### config.mk
export PLATFORM = sky130hd
export DESIGN_NAME = dcache_ctrl
export DESIGN_NICKNAME = d
export VERILOG_FILES = /design/src/rtl/dcache_ctrl_pkg.sv /design/src/rtl/dcache_tag_array.sv /design/src/rtl/dcache_ctrl.sv
export SDC_FILE = /design/constraint.sdc
export NUM_CORES = 1
export LEC_CHECK = 0
export BUFFER_PORTS_ARGS = -buffer_cell sky130_fd_sc_hd__buf_4
export CAP_MARGIN = 20
export CORE_AREA = 5 5 216 218
export CTS_CLUSTER_DIAMETER = 150
export CTS_CLUSTER_SIZE = 25
export DETAILED_ROUTE_END_ITERATION = 8
export DIE_AREA = 0 0 221 223
export PLACE_DENSITY = 0.68
export SYNTH_ARGS = -nofsm -noshare
export SYNTH_HDL_FRONTEND = slang
export SYNTH_SLANG_ARGS = --single-unit
### constraint.sdc
create_clock -name clk -period 9.8 [get_ports clk]
set_clock_uncertainty 0.05 [all_clocks]
set_input_delay 1.47 -clock clk [delete_from_list [all_inputs] [get_ports clk]]
set_output_delay 1.47 -clock clk [all_outputs]
set_load 0.02 [all_outputs]
### src/rtl/dcache_ctrl_pkg.sv
// Shared data-cache definitions: word/line geometry and controller state encodings.
package dcache_ctrl_pkg;

    localparam int WORD_SIZE   = 16;
    localparam int OFFSET_BITS = 2;
    localparam int LINE_WORDS  = 4;
    localparam int LINE_SIZE   = WORD_SIZE * LINE_WORDS;

    typedef logic [WORD_SIZE-1:0] word_t;
    typedef logic [LINE_SIZE-1:0] line_t;

    typedef enum logic [1:0] {
        DC_IDLE  = 2'd0,
        DC_FILL  = 2'd1,
        DC_WRITE = 2'd2,
        DC_RESP  = 2'd3
    } dc_state_e;

endpackage

### src/rtl/dcache_tag_array.sv
// Register-based valid/tag/data storage for the direct-mapped data cache.
// One lookup index serves the hit compare, the line fill and the single-word update.
module dcache_tag_array
    import dcache_ctrl_pkg::*;
#(
    parameter int INDEX_BITS = 2,
    localparam int TAG_W     = WORD_SIZE - INDEX_BITS - OFFSET_BITS,
    localparam int LINES     = 2 ** INDEX_BITS
) (
    input  logic                   clk,
    input  logic                   reset_n,
    input  logic [INDEX_BITS-1:0]  index,
    input  logic [TAG_W-1:0]       tag,
    input  logic [OFFSET_BITS-1:0] offset,
    output logic                   hit,
    output line_t                  line,
    input  logic                   fill_en,
    input  line_t                  fill_line,
    input  logic                   word_en,
    input  word_t                  word_data
);

    logic [LINES-1:0] valid_q, valid_d;
    logic [TAG_W-1:0] tag_q  [LINES];
    logic [TAG_W-1:0] tag_d  [LINES];
    line_t            data_q [LINES];
    line_t            data_d [LINES];

    // NOTE: every always_comb output gets a default first, so no path leaves a latch.
    always_comb begin
        valid_d = valid_q;
        tag_d   = tag_q;
        data_d  = data_q;
        if (fill_en) begin
            valid_d[index] = 1'b1;
            tag_d[index]   = tag;
            data_d[index]  = fill_line;
        end
        if (word_en) begin
            data_d[index][int'(offset)*WORD_SIZE +: WORD_SIZE] = word_data;
        end
    end

    always_ff @(posedge clk or negedge reset_n) begin
        if (!reset_n) valid_q <= '0;
        else          valid_q <= valid_d;
    end

    // NOTE: tag and data arrays carry no reset; the valid bits gate every use of them.
    always_ff @(posedge clk) begin
        tag_q  <= tag_d;
        data_q <= data_d;
    end

    assign hit  = valid_q[index] && (tag_q[index] == tag);
    assign line = data_q[index];

endmodule

### src/rtl/dcache_ctrl.sv
// Direct-mapped, write-through, no-write-allocate data cache controller with same-cycle hits.
// Optional hit/miss counters are built when DCACHE_STATS_EN is defined.
module dcache_ctrl
    import dcache_ctrl_pkg::*;
#(
    parameter int INDEX_BITS = 2
) (
    input  logic          clk,
    input  logic          reset_n,
    input  logic          cpu_read,
    input  logic          cpu_write,
    input  logic [15:0]   cpu_addr,
    input  logic [15:0]   cpu_wdata,
    output logic [15:0]   cpu_rdata,
    output logic          cpu_ready,
    output logic          is_hit,
    output logic          is_miss,
    output logic          mem_read,
    output logic          mem_write,
    output logic [15:0]   mem_addr,
    output logic [15:0]   mem_wdata,
    input  logic [63:0]   mem_rdata,
    input  logic          mem_ack
`ifdef DCACHE_STATS_EN
    ,
    output logic [15:0]   hit_count,
    output logic [15:0]   miss_count
`endif
);

    localparam int TAG_W = WORD_SIZE - INDEX_BITS - OFFSET_BITS;

    dc_state_e state_q, state_d;
    word_t     req_addr_q, req_addr_d;
    word_t     req_wdata_q, req_wdata_d;

    word_t                  lk_addr;
    logic                   lk_hit;
    line_t                  lk_line;
    word_t                  lk_word;
    logic                   fill_en;
    logic                   word_en;

    // Outside IDLE the array is addressed by the latched request, so CPU bus changes are ignored.
    assign lk_addr = (state_q == DC_IDLE) ? cpu_addr : req_addr_q;
    assign lk_word = lk_line[int'(lk_addr[OFFSET_BITS-1:0])*WORD_SIZE +: WORD_SIZE];
    assign fill_en = (state_q == DC_FILL) && mem_ack;
    assign word_en = (state_q == DC_WRITE) && mem_ack && lk_hit;

    dcache_tag_array #(.INDEX_BITS(INDEX_BITS)) u_tag_array (
        .clk       (clk),
        .reset_n   (reset_n),
        .index     (lk_addr[INDEX_BITS+OFFSET_BITS-1:OFFSET_BITS]),
        .tag       (lk_addr[WORD_SIZE-1:WORD_SIZE-TAG_W]),
        .offset    (lk_addr[OFFSET_BITS-1:0]),
        .hit       (lk_hit),
        .line      (lk_line),
        .fill_en   (fill_en),
        .fill_line (mem_rdata),
        .word_en   (word_en),
        .word_data (req_wdata_q)
    );

    // NOTE: sequential state uses non-blocking assignments so all flops update together.
    always_ff @(posedge clk or negedge reset_n) begin
        if (!reset_n) begin
            state_q     <= DC_IDLE;
            req_addr_q  <= '0;
            req_wdata_q <= '0;
        end else begin
            state_q     <= state_d;
            req_addr_q  <= req_addr_d;
            req_wdata_q <= req_wdata_d;
        end
    end

    always_comb begin
        state_d     = state_q;
        req_addr_d  = req_addr_q;
        req_wdata_d = req_wdata_q;
        case (state_q)
            DC_IDLE: begin
                if (cpu_write) begin
                    state_d     = DC_WRITE;
                    req_addr_d  = cpu_addr;
                    req_wdata_d = cpu_wdata;
                end else if (cpu_read && !lk_hit) begin
                    state_d    = DC_FILL;
                    req_addr_d = cpu_addr;
                end
            end
            DC_FILL:  if (mem_ack) state_d = DC_RESP;
            DC_RESP:  state_d = DC_IDLE;
            DC_WRITE: if (mem_ack) state_d = DC_IDLE;
            default:  state_d = DC_IDLE;
        endcase
    end

    always_comb begin
        cpu_rdata = '0;
        cpu_ready = 1'b0;
        is_hit    = 1'b0;
        is_miss   = 1'b0;
        mem_read  = 1'b0;
        mem_write = 1'b0;
        mem_addr  = '0;
        mem_wdata = '0;
        case (state_q)
            DC_IDLE: begin
                if (cpu_write) begin
                    is_hit  = lk_hit;
                    is_miss = !lk_hit;
                end else if (cpu_read) begin
                    is_hit    = lk_hit;
                    is_miss   = !lk_hit;
                    cpu_ready = lk_hit;
                    cpu_rdata = lk_hit ? lk_word : '0;
                end
            end
            DC_FILL: begin
                mem_read = 1'b1;
                mem_addr = {req_addr_q[WORD_SIZE-1:OFFSET_BITS], {OFFSET_BITS{1'b0}}};
            end
            DC_RESP: begin
                cpu_ready = 1'b1;
                cpu_rdata = lk_word;
            end
            DC_WRITE: begin
                mem_write = 1'b1;
                mem_addr  = req_addr_q;
                mem_wdata = req_wdata_q;
                cpu_ready = mem_ack;
            end
            default: ;
        endcase
    end

`ifdef DCACHE_STATS_EN
    logic [15:0] hit_count_q, hit_count_d;
    logic [15:0] miss_count_q, miss_count_d;

    always_comb begin
        hit_count_d  = hit_count_q;
        miss_count_d = miss_count_q;
        if (is_hit && (hit_count_q != 16'hFFFF))   hit_count_d  = hit_count_q + 16'd1;
        if (is_miss && (miss_count_q != 16'hFFFF)) miss_count_d = miss_count_q + 16'd1;
    end

    always_ff @(posedge clk or negedge reset_n) begin
        if (!reset_n) begin
            hit_count_q  <= '0;
            miss_count_q <= '0;
        end else begin
            hit_count_q  <= hit_count_d;
            miss_count_q <= miss_count_d;
        end
    end

    assign hit_count  = hit_count_q;
    assign miss_count = miss_count_q;
`endif

endmodule

Yosys cells after proc, flatten, opt, wreduce, memory -nomap -nowiden
Cells that the tools add are included.
{"block": "op_classes", "addsub": 1, "multipliers": 0, "n_div": 0, "magnitude_cmp": 4, "eq_ne": 7, "shift": 3, "muxes": 45, "bitwise": 2, "reduce_logical": 13}
{"cell": "$bwmux W256", "n": 2}
{"cell": "$mux W256", "n": 2}
{"cell": "$demux W64 S2", "n": 2}
{"cell": "$mux W64", "n": 4}
{"cell": "$bmux W64 S2", "n": 1}
{"cell": "$mux W16", "n": 7}
{"cell": "$pmux W16 S2", "n": 2}
{"cell": "$shift A16 B33 Y64 const A", "n": 1}
{"cell": "$shiftx A16 B33 Y64", "n": 1}
{"cell": "$shiftx A64 B7 Y16", "n": 1}
{"cell": "$bwmux W48", "n": 1}
{"cell": "$mux W12", "n": 3}
{"cell": "$neg A6 Y33", "n": 1}
{"cell": "$bmux W12 S2", "n": 1}
{"cell": "$demux W12 S2", "n": 1}
{"cell": "$eq A12 B12 Y1", "n": 1}
{"cell": "$mux W1", "n": 11}
{"cell": "$mux W2", "n": 4}
{"cell": "$pmux W2 S4", "n": 1}
{"cell": "$logic_and A1 B1 Y1", "n": 7}
{"cell": "$eq A2 B2 Y1 const B", "n": 2}
{"cell": "$ne A2 B2 Y1 const B", "n": 2}
{"cell": "$or A4 B4 Y4", "n": 1}
{"cell": "$reduce_and A2 Y1", "n": 2}
{"cell": "14 further kinds", "n": 14}
{"block": "word_totals", "ff_bits": 342, "latchBits": 0, "mem_bits_rw": 0, "mem_bits_ro": 0, "input_bits": 101, "out_inout_bits": 53, "wordCells": 87, "memories": 0}

Longest topological paths before layout
Gate-level depths: netlist (run 1).
{"block": "logic_depth", "word_depth": 13, "ltp_mapped": 16, "ltp_nobuf": 10}

Cells and area by module
From an unflattened synthesis (run 1), not the netlist that was laid out.
{"block": "hier_totals", "cells_unflattened": 1739, "area_unflattened_um2": 17665.7}
{"mod": "dcache_tag_array", "instances": 1, "cells_each": 1400, "area_per_inst_um2": 14552.7, "seq_area_each_um2": 6666.4}
{"mod": "dcache_ctrl", "instances": 1, "cells_each": 339, "area_per_inst_um2": 3113.0, "seq_area_each_um2": 850.8}

Worst setup path before layout (run 1)
No wires, ideal clock.
{"block": "synth_path", "path_type": "input-to-output", "startpoint": "input port cpu_addr[3]", "endpoint": "output port cpu_rdata[10]", "t_arrival_ns": 4.087, "required_time_ns": 8.280, "slack_ns": 4.193, "path_stages": 12, "n_path_buf": 4, "cell_sequence": "and3b_1 > clkbuf_1 > or2_0 > buf_6 > a2111oi_2 > xor2_1 > nand3_1 > nor4_4 > buf_6 > a32oi_1 > buf_2 > nor2b_1"}
{"block": "synth_via", "elab_chain_len": 11, "elab_cells_between_ends": 17, "classes_between": "eq/ne: 1; shift: 1; mux: 13; bitwise: 1; reduce/logical: 1"}
{"element": "from (decl)", "line": "dcache_ctrl.sv:12", "text": "input logic [15:0] cpu_addr,"}
{"element": "$mux W16 *", "line": "dcache_ctrl.sv:45", "text": "assign lk_addr = (state_q == DC_IDLE) ? cpu_addr : req_addr_q;"}
{"element": "parallel branches: the longest is 9 deep, another holds $bmux W64 S2"}
{"element": "$pmux W16 S2 *", "line": "dcache_ctrl.sv:108", "text": "case (state_q)"}
{"element": "to (decl)", "line": "dcache_ctrl.sv:14", "text": "output logic [15:0] cpu_rdata,"}
Every way passes the cells marked *. The select of a mux whose other input is x is not followed.

Worst setup path in the final report (run 1)
{"block": "layout_path", "startpoint": "register state_q[0]", "endpoint": "output port cpu_rdata[0]"}
{"block": "layout_via", "elab_chain_len": 12, "elab_cells_between_ends": 19, "classes_between": "eq/ne: 2; shift: 1; mux: 13; bitwise: 1; reduce/logical: 2"}
{"element": "from (decl)", "line": "dcache_ctrl.sv:33", "text": "dc_state_e state_q, state_d;"}
{"element": "from (signal assigned)", "line": "dcache_ctrl.sv:71", "text": "state_q <= state_d;"}
{"element": "parallel branches: the longest is 11 deep, another holds $bmux W64 S2"}
{"element": "$pmux W16 S2 *", "line": "dcache_ctrl.sv:108"}
Marked as above.

==> run metrics, run 1 <==
Initial Util=39.17%; hold depth=1; Layout area overhead=11.46%; max capacitance violation total=0; share of Yosys cell area claimed by the top area cell type=29.84%; CP Class=register to output port; post-synthesis cell count=1368; total negative slack=0 ps; GP Congestion=0.8924; clk root buf=clkbuf_16; Clk pwr share=12.1%; Max Fclk=151.8 MHz; dpl hpwl=35.76 mm; crit path DAT=5070 ps; Final #Nets=1569; total core area=0.04470 mm2; WL/cell=25.46 um; GRT Total Usage=20.44%; DRT antenna net count=0; Cell variety after synth=49; Overflow after GRT=0; most frequent cell after synthesis=mux2i_1; switching power=2.630 mW; clock buffer depth=3; CTS tree=done; Combinational Power Share=49.2%; Post-Layout Cell Count=2069; Mean Syn Cell Area=12.80 um2; CTS buffer count=17; Worst Hold Path EP=u_tag_array.valid_q[0]; Hold Crit Start=u_tag_array.valid_q[0]; Design Area, Final=0.01951 mm2; hold_ws=428.5 ps; worst-margin pin slew=1121 ps; area leader, netlist=mux2i_1; post-placement cell count=2039; die area=0.04928 mm2; port bufs=153; Worst Hold Class=register to register; vias per cell=5.672; critical path required time=8280 ps; initial drt markers=944; TritonRoute pass-1 iters=5; Worst-Skew Late Latency=540 ps; RR Startpoint=state_q[0]; die height=223 um; DRC errors left=0; Most used DFF post-synth=dfxtp_1; CTS clk-pin slew, worst paths=110 ps; VDD IR-drop max=0.2225 mV; CTS H-tree lvls=1; vias in the first global route=11980; Synth warnings=0; Post-CTS Setup Bufs=0; final wirelength=52.67 mm; setup ws final=3213 ps; cts hold-fix bufs=0; max-slew violation count=0; FILL cells=4235; path depth of the worst reg2reg path=11; largest net degree at the start of global routing=65; sequential area share after synthesis=42.94%; switch share=39.85%; Top-Level Pins=154; synth cell count leaders=mux2i_1 (522), dfxtp_1 (256), mux4_2 (81); relative slew slack=25.17%; R2R Setup Slk=4940 ps; ys async rst share=11.11%; sequential share of power=38.6%; Critical Path End Type=output port; pre-CTS setup slack=3253 ps; crit path launch type=register; initial antenna violation count=5; count of final hold-check violations=0; layout cells sized above 1=22.80%; Power Internal=3.970 mW; crit share post-route=67.21%; EDFF count, synth=48; Row Count=78; syn nets=1479; first-pass GRT wire length=78.49 mm; CTS Sinks=342; synth top area cells=mux2i_1 (30%), dfxtp_1 (29%), mux4_2 (10%), edfxtp_1 (8.2%), dfrtp_1 (5.4%); DR vias=11740; fin crit period=6587 ps; power per cell area=338.2 mW/mm2; P_leak=8.507 nW; RSZ-0062 raised after global routing=false; setup violators final=0; Max Fanout on Critical Path=29; reg2reg end=req_addr_q[3]; Placed Area=0.01902 mm2; Syn Std Cell Area=0.01751 mm2; run status=complete, no violations; Post-CTS Resized=0; FF+latch count, synth=342; die width=221 um
[layout make-up]
type	count	area, um2	area share [%]
diodes	4	10.01	0.05130
clock buffers	24	461.7	2.366
clock inverters	2	17.52	0.08977
inverters	20	75.07	0.3847
multi-input cells	908	9413	48.24
flip-flops and latches	342	7517	38.52
well taps	600	750.7	3.847
repair buffers	169	1269	6.502
[power by group through the flow]
stage / Sequential (mW) / Combinational (mW) / Clock [mW]
after global placement: 2.56 / 3.15 / 0
after global routing: 2.60 / 3.50 / 0.864
after detailed placement: 2.56 / 3.25 / 0
after CTS: 2.53 / 3.26 / 0.816
after floorplan: 2.34 / 2.38 / 0
final: 2.55 / 3.25 / 0.801
[stage by stage]
stage               total power [mW]  utilization (%)
floorplan                      4.721                -
global placement               5.709            42.56
detailed placement             5.810            42.56
CTS                            6.609            43.63
global route                   6.961            43.63
finish                         6.599            43.66
[per-layer routing]
metal | part of all wire [%] | track usage (%) | vias up
met5 | 0.025 | 0 | -
met4 | 2.5 | 4.882 | 2
met3 | 6.1 | 3.579 | 63
met2 | 47 | 33.32 | 377
met1 | 45 | 28.54 | 6042
li1 | - | - | 5251
[worst max-delay path, stage by stage (launching register included)]
cell and delay (ps):
dfrtp_1 400, inv_1 100, ha_1 200, buf_4 250, nor3b_1 520, or2_0 880
a2111oi_2 180, xor2_1 240, nand3_1 160, nor4_4 270, buf_4 420, a32oi_1 170
buf_4 260, nor2b_1 240, buf_4 190
[layout by cell type (no fill, tap or decap), types with 3 or more instances in the layout]
master / synthesis / layout
a2111oi_1: 3 / 3
a2111oi_2: 3 / 3
a21oi_1: 3 / 3
and2_1: 32 / 32
and3_1: 12 / 9
and3_4: 0 / 3
buf_4: 6 / 169
clkbuf_1: 49 / 6
clkbuf_16: 0 / 17
dfrtp_1: 38 / 38
dfxtp_1: 256 / 256
diode_2: 0 / 4
edfxtp_1: 48 / 48
ha_1: 10 / 10
inv_1: 19 / 19
mux2_1: 10 / 10
mux2_2: 33 / 33
mux2i_1: 522 / 519
mux4_2: 81 / 81
nand2_1: 77 / 77
nand2b_1: 3 / 3
nand3_1: 6 / 5
nand3_4: 12 / 13
nand4_1: 4 / 4
nor2_1: 5 / 5
nor2b_1: 19 / 19
nor3b_4: 0 / 3
o21a_1: 16 / 16
o21ai_0: 8 / 8
o32ai_1: 8 / 8
or2_2: 3 / 3
xnor2_1: 4 / 4
xor2_1: 12 / 12
[cells by family after synthesis]
kind of cell | count (synthesis) | share of synthesized area [%]
fa+ha+maj | 10 | 0.7146
flops | 342 | 42.94
mux | 646 | 43.03
compound gates | 50 | 2.366
buf+inv | 118 | 3.816
simple gates | 186 | 6.339
xor+xnor | 16 | 0.8004
[how the worst max path moves through the flow]
stage                      from             to  slack (ps)  cells after the start
finish               state_q[0]   cpu_rdata[0]        3210                     14
global route         state_q[0]   cpu_rdata[1]        2850                     14
CTS                  state_q[0]   cpu_rdata[1]        3130                     14
detailed placement  cpu_addr[3]   cpu_rdata[1]        3250                     12
global placement    cpu_addr[3]   cpu_rdata[1]        3360                     12
floorplan           cpu_addr[3]  cpu_rdata[10]        4190                     12
[sequential cells by signal (all words and copies together) (netlist names)]
register,cells
u_tag_array.tag_q,48
u_tag_array.data_q,256
req_wdata_q,16
req_addr_q,16
state_q,2
u_tag_array.valid_q,4
Power figures use the tool's default switching activity.
==> run 2: changes to the inputs <==
==> constraint.sdc (replaced) <==
create_clock -name clk -period 6.1 [get_ports clk]
set_clock_uncertainty 0.05 [all_clocks]
set_input_delay 0.915 -clock clk [delete_from_list [all_inputs] [get_ports clk]]
set_output_delay 0.915 -clock clk [all_outputs]
set_load 0.02 [all_outputs]
==> run 2 against run 1 <==
Worst hold slack got worse by 95 ps. Critical path depth fell by 1. Cell count barely moved. Critical endpoint is now cpu_ready. Largest power group unchanged.
==> run metrics, run 2 (synthesis gave the netlist of run 1 again) <==
Critical Path End Type=output port; Worst-Skew Late Latency=530 ps (about the same); count of final hold-check violations=0 (unchanged); max capacitance violation total=0 (unchanged); final wirelength=52.49 mm (-0.35%); Overflow after GRT=0 (unchanged); fin crit period=5313 ps; TritonRoute pass-1 iters=5 (unchanged); commonest non-fill, non-tap cell in the layout=mux2i_1; GR peak layer=met2; cts hold-fix bufs=0 (unchanged); Initial Util=39.17% (unchanged); Max Fclk=188.2 MHz; Largest regs=u_tag_array.data_q x256, u_tag_array.tag_q x48; initial antenna violation count=4 (-1); critical path required time=5130 ps (-3150 ps); crit path launch type=register; Post-CTS Resized=0 (unchanged); CP Class=register to output port; RSZ-0062 raised after global routing=false; Worst Hold Class=input port to asynchronous set/reset pin; worst-margin pin slew=1110 ps (-11.39 ps); most frequent cells in the layout=mux2i_1 (519), dfxtp_1 (256), buf_4 (170); most flop-heavy register=u_tag_array.data_q; Post-CTS Setup Bufs=0 (unchanged); CTS Sinks=342 (unchanged); CTS clk-pin slew, worst paths=110 ps (about the same); vias in the first global route=12000 (+0.21%); relative slew slack=26.01% (+0.84 points); setup violators final=0 (unchanged); CTS tree=done; P_leak=8.539 nW (+0.38%); DRT antenna net count=0 (unchanged); Final #Nets=1574 (+0.32%); layout cells sized above 1=23.01% (+0.21 points); met1 GRT Util=28.45% (-0.096 points); Layout area overhead=11.83%; GRT Total Usage=20.44% (about the same); total negative slack=0 ps (unchanged); grt met2 use=32.80% (-0.52 points); WL/cell=25.36 um (-0.40%); Max Fanout on Critical Path=19 (-34%); CTS buffer count=17 (unchanged); run status=complete, no violations; DR vias=11770 (+0.27%); DRC errors left=0 (unchanged); total core area=0.04470 mm2 (unchanged); first-pass GRT wire length=78.49 mm (about the same); port bufs=153 (unchanged); VDD IR-drop max=0.3333 mV (+50%); Core Util, Final=43.80% (+0.15 points); GP Congestion=0.8974 (+0.56%); max-slew violation count=0 (unchanged); initial drt markers=795 (-16%); crit path DAT=4350 ps (-720 ps); die height=223 um (unchanged); clock buffer depth=3 (unchanged); die width=221 um (unchanged); dpl hpwl=35.31 mm (-1.2%); largest net degree at the start of global routing=70 (+7.7%); M3 GR Usage=3.355% (-0.22 points); Top-Level Pins=154 (unchanged); power per cell area=547.2 mW/mm2 (+62%); CTS H-tree lvls=1 (unchanged); vias per cell=5.685 (+0.22%); Row Count=78 (unchanged); crit share post-route=87.09%; die area=0.04928 mm2 (unchanged); clk root buf=clkbuf_16; max FFs per register=256 (unchanged)
-- run 2: cell count changes in the layout (fill, tap and decap cells not counted) --
| cell | change |
|---|---|
| diode_2 | -3 |
| nor3b_4 | -1 |
| buf_4 | +1 |
| inv_6 | -1 |
| nor3b_2 | +1 |
| buf_12 | +4 |
-- run 2: per-stage QoR --
stage	worst slack [ps]	hold slack, ps	power (mW)	std cells	area (um2)
2_1_floorplan	1603	384.3	7.584	1368	17510
3_3_place_gp	1365	403.8	9.292	2044	19110
3_5_place_dp	1293	406.5	9.452	2044	19110
4_1_cts	809.6	344.7	10.74	2069	19580
5_1_grt	529.8	370.8	11.30	2069	19580
6_report	787.3	333.0	10.71	2070	19580
-- run 2: final cells by class --
cell class	count	area, um2
antenna	1	2.502
clock buffer	24	461.7
clock inverter	1	8.758
fill	4147	25120
inverter	20	75.07
multi-input combinational	908	9407
sequential	342	7517
tap	600	750.7
timing repair buffer	174	1356
-- run 2: worst max-delay path, stage by stage (launching register included) --
cell and delay (ps):
dfrtp_1 430, inv_1 130, ha_1 190, buf_4 270
and3b_1 310, or2_0 520, a2111oi_4 480, xor2_1 230
nand4_1 180, nor4_4 200, buf_4 420, nand3_1 130
a21oi_1 160, buf_4 170
-- run 2: layer usage --
metal	routed length (um)	vias to the layer above
li1	-	5248
met1	23090	6041
met2	24220	386
met3	3271	88
met4	1879	4
met5	22	-
-- run 2: where the power goes --
part	internal (mW)	switching [mW]
sequential	3.35	0.733
clock	0.536	0.747
combinational	2.53	2.82
total	6.41	4.30
-- run 2: path summary, 6_finish.rpt --
check / start / to / slack [ps] / cells after the start
max in group asynchronous: reset_n / req_addr_q[2] / 5280 / 1
hold reg to reg: u_tag_array.valid_q[1] / u_tag_array.valid_q[1] / 430 / 1
setup / recovery: state_q[0] / cpu_ready / 790 / 13
setup reg to reg: state_q[0] / req_addr_q[0] / 1620 / 11
min in group clk: u_tag_array.valid_q[1] / u_tag_array.valid_q[1] / 430 / 1
hold / removal: reset_n / req_wdata_q[7] / 330 / 1
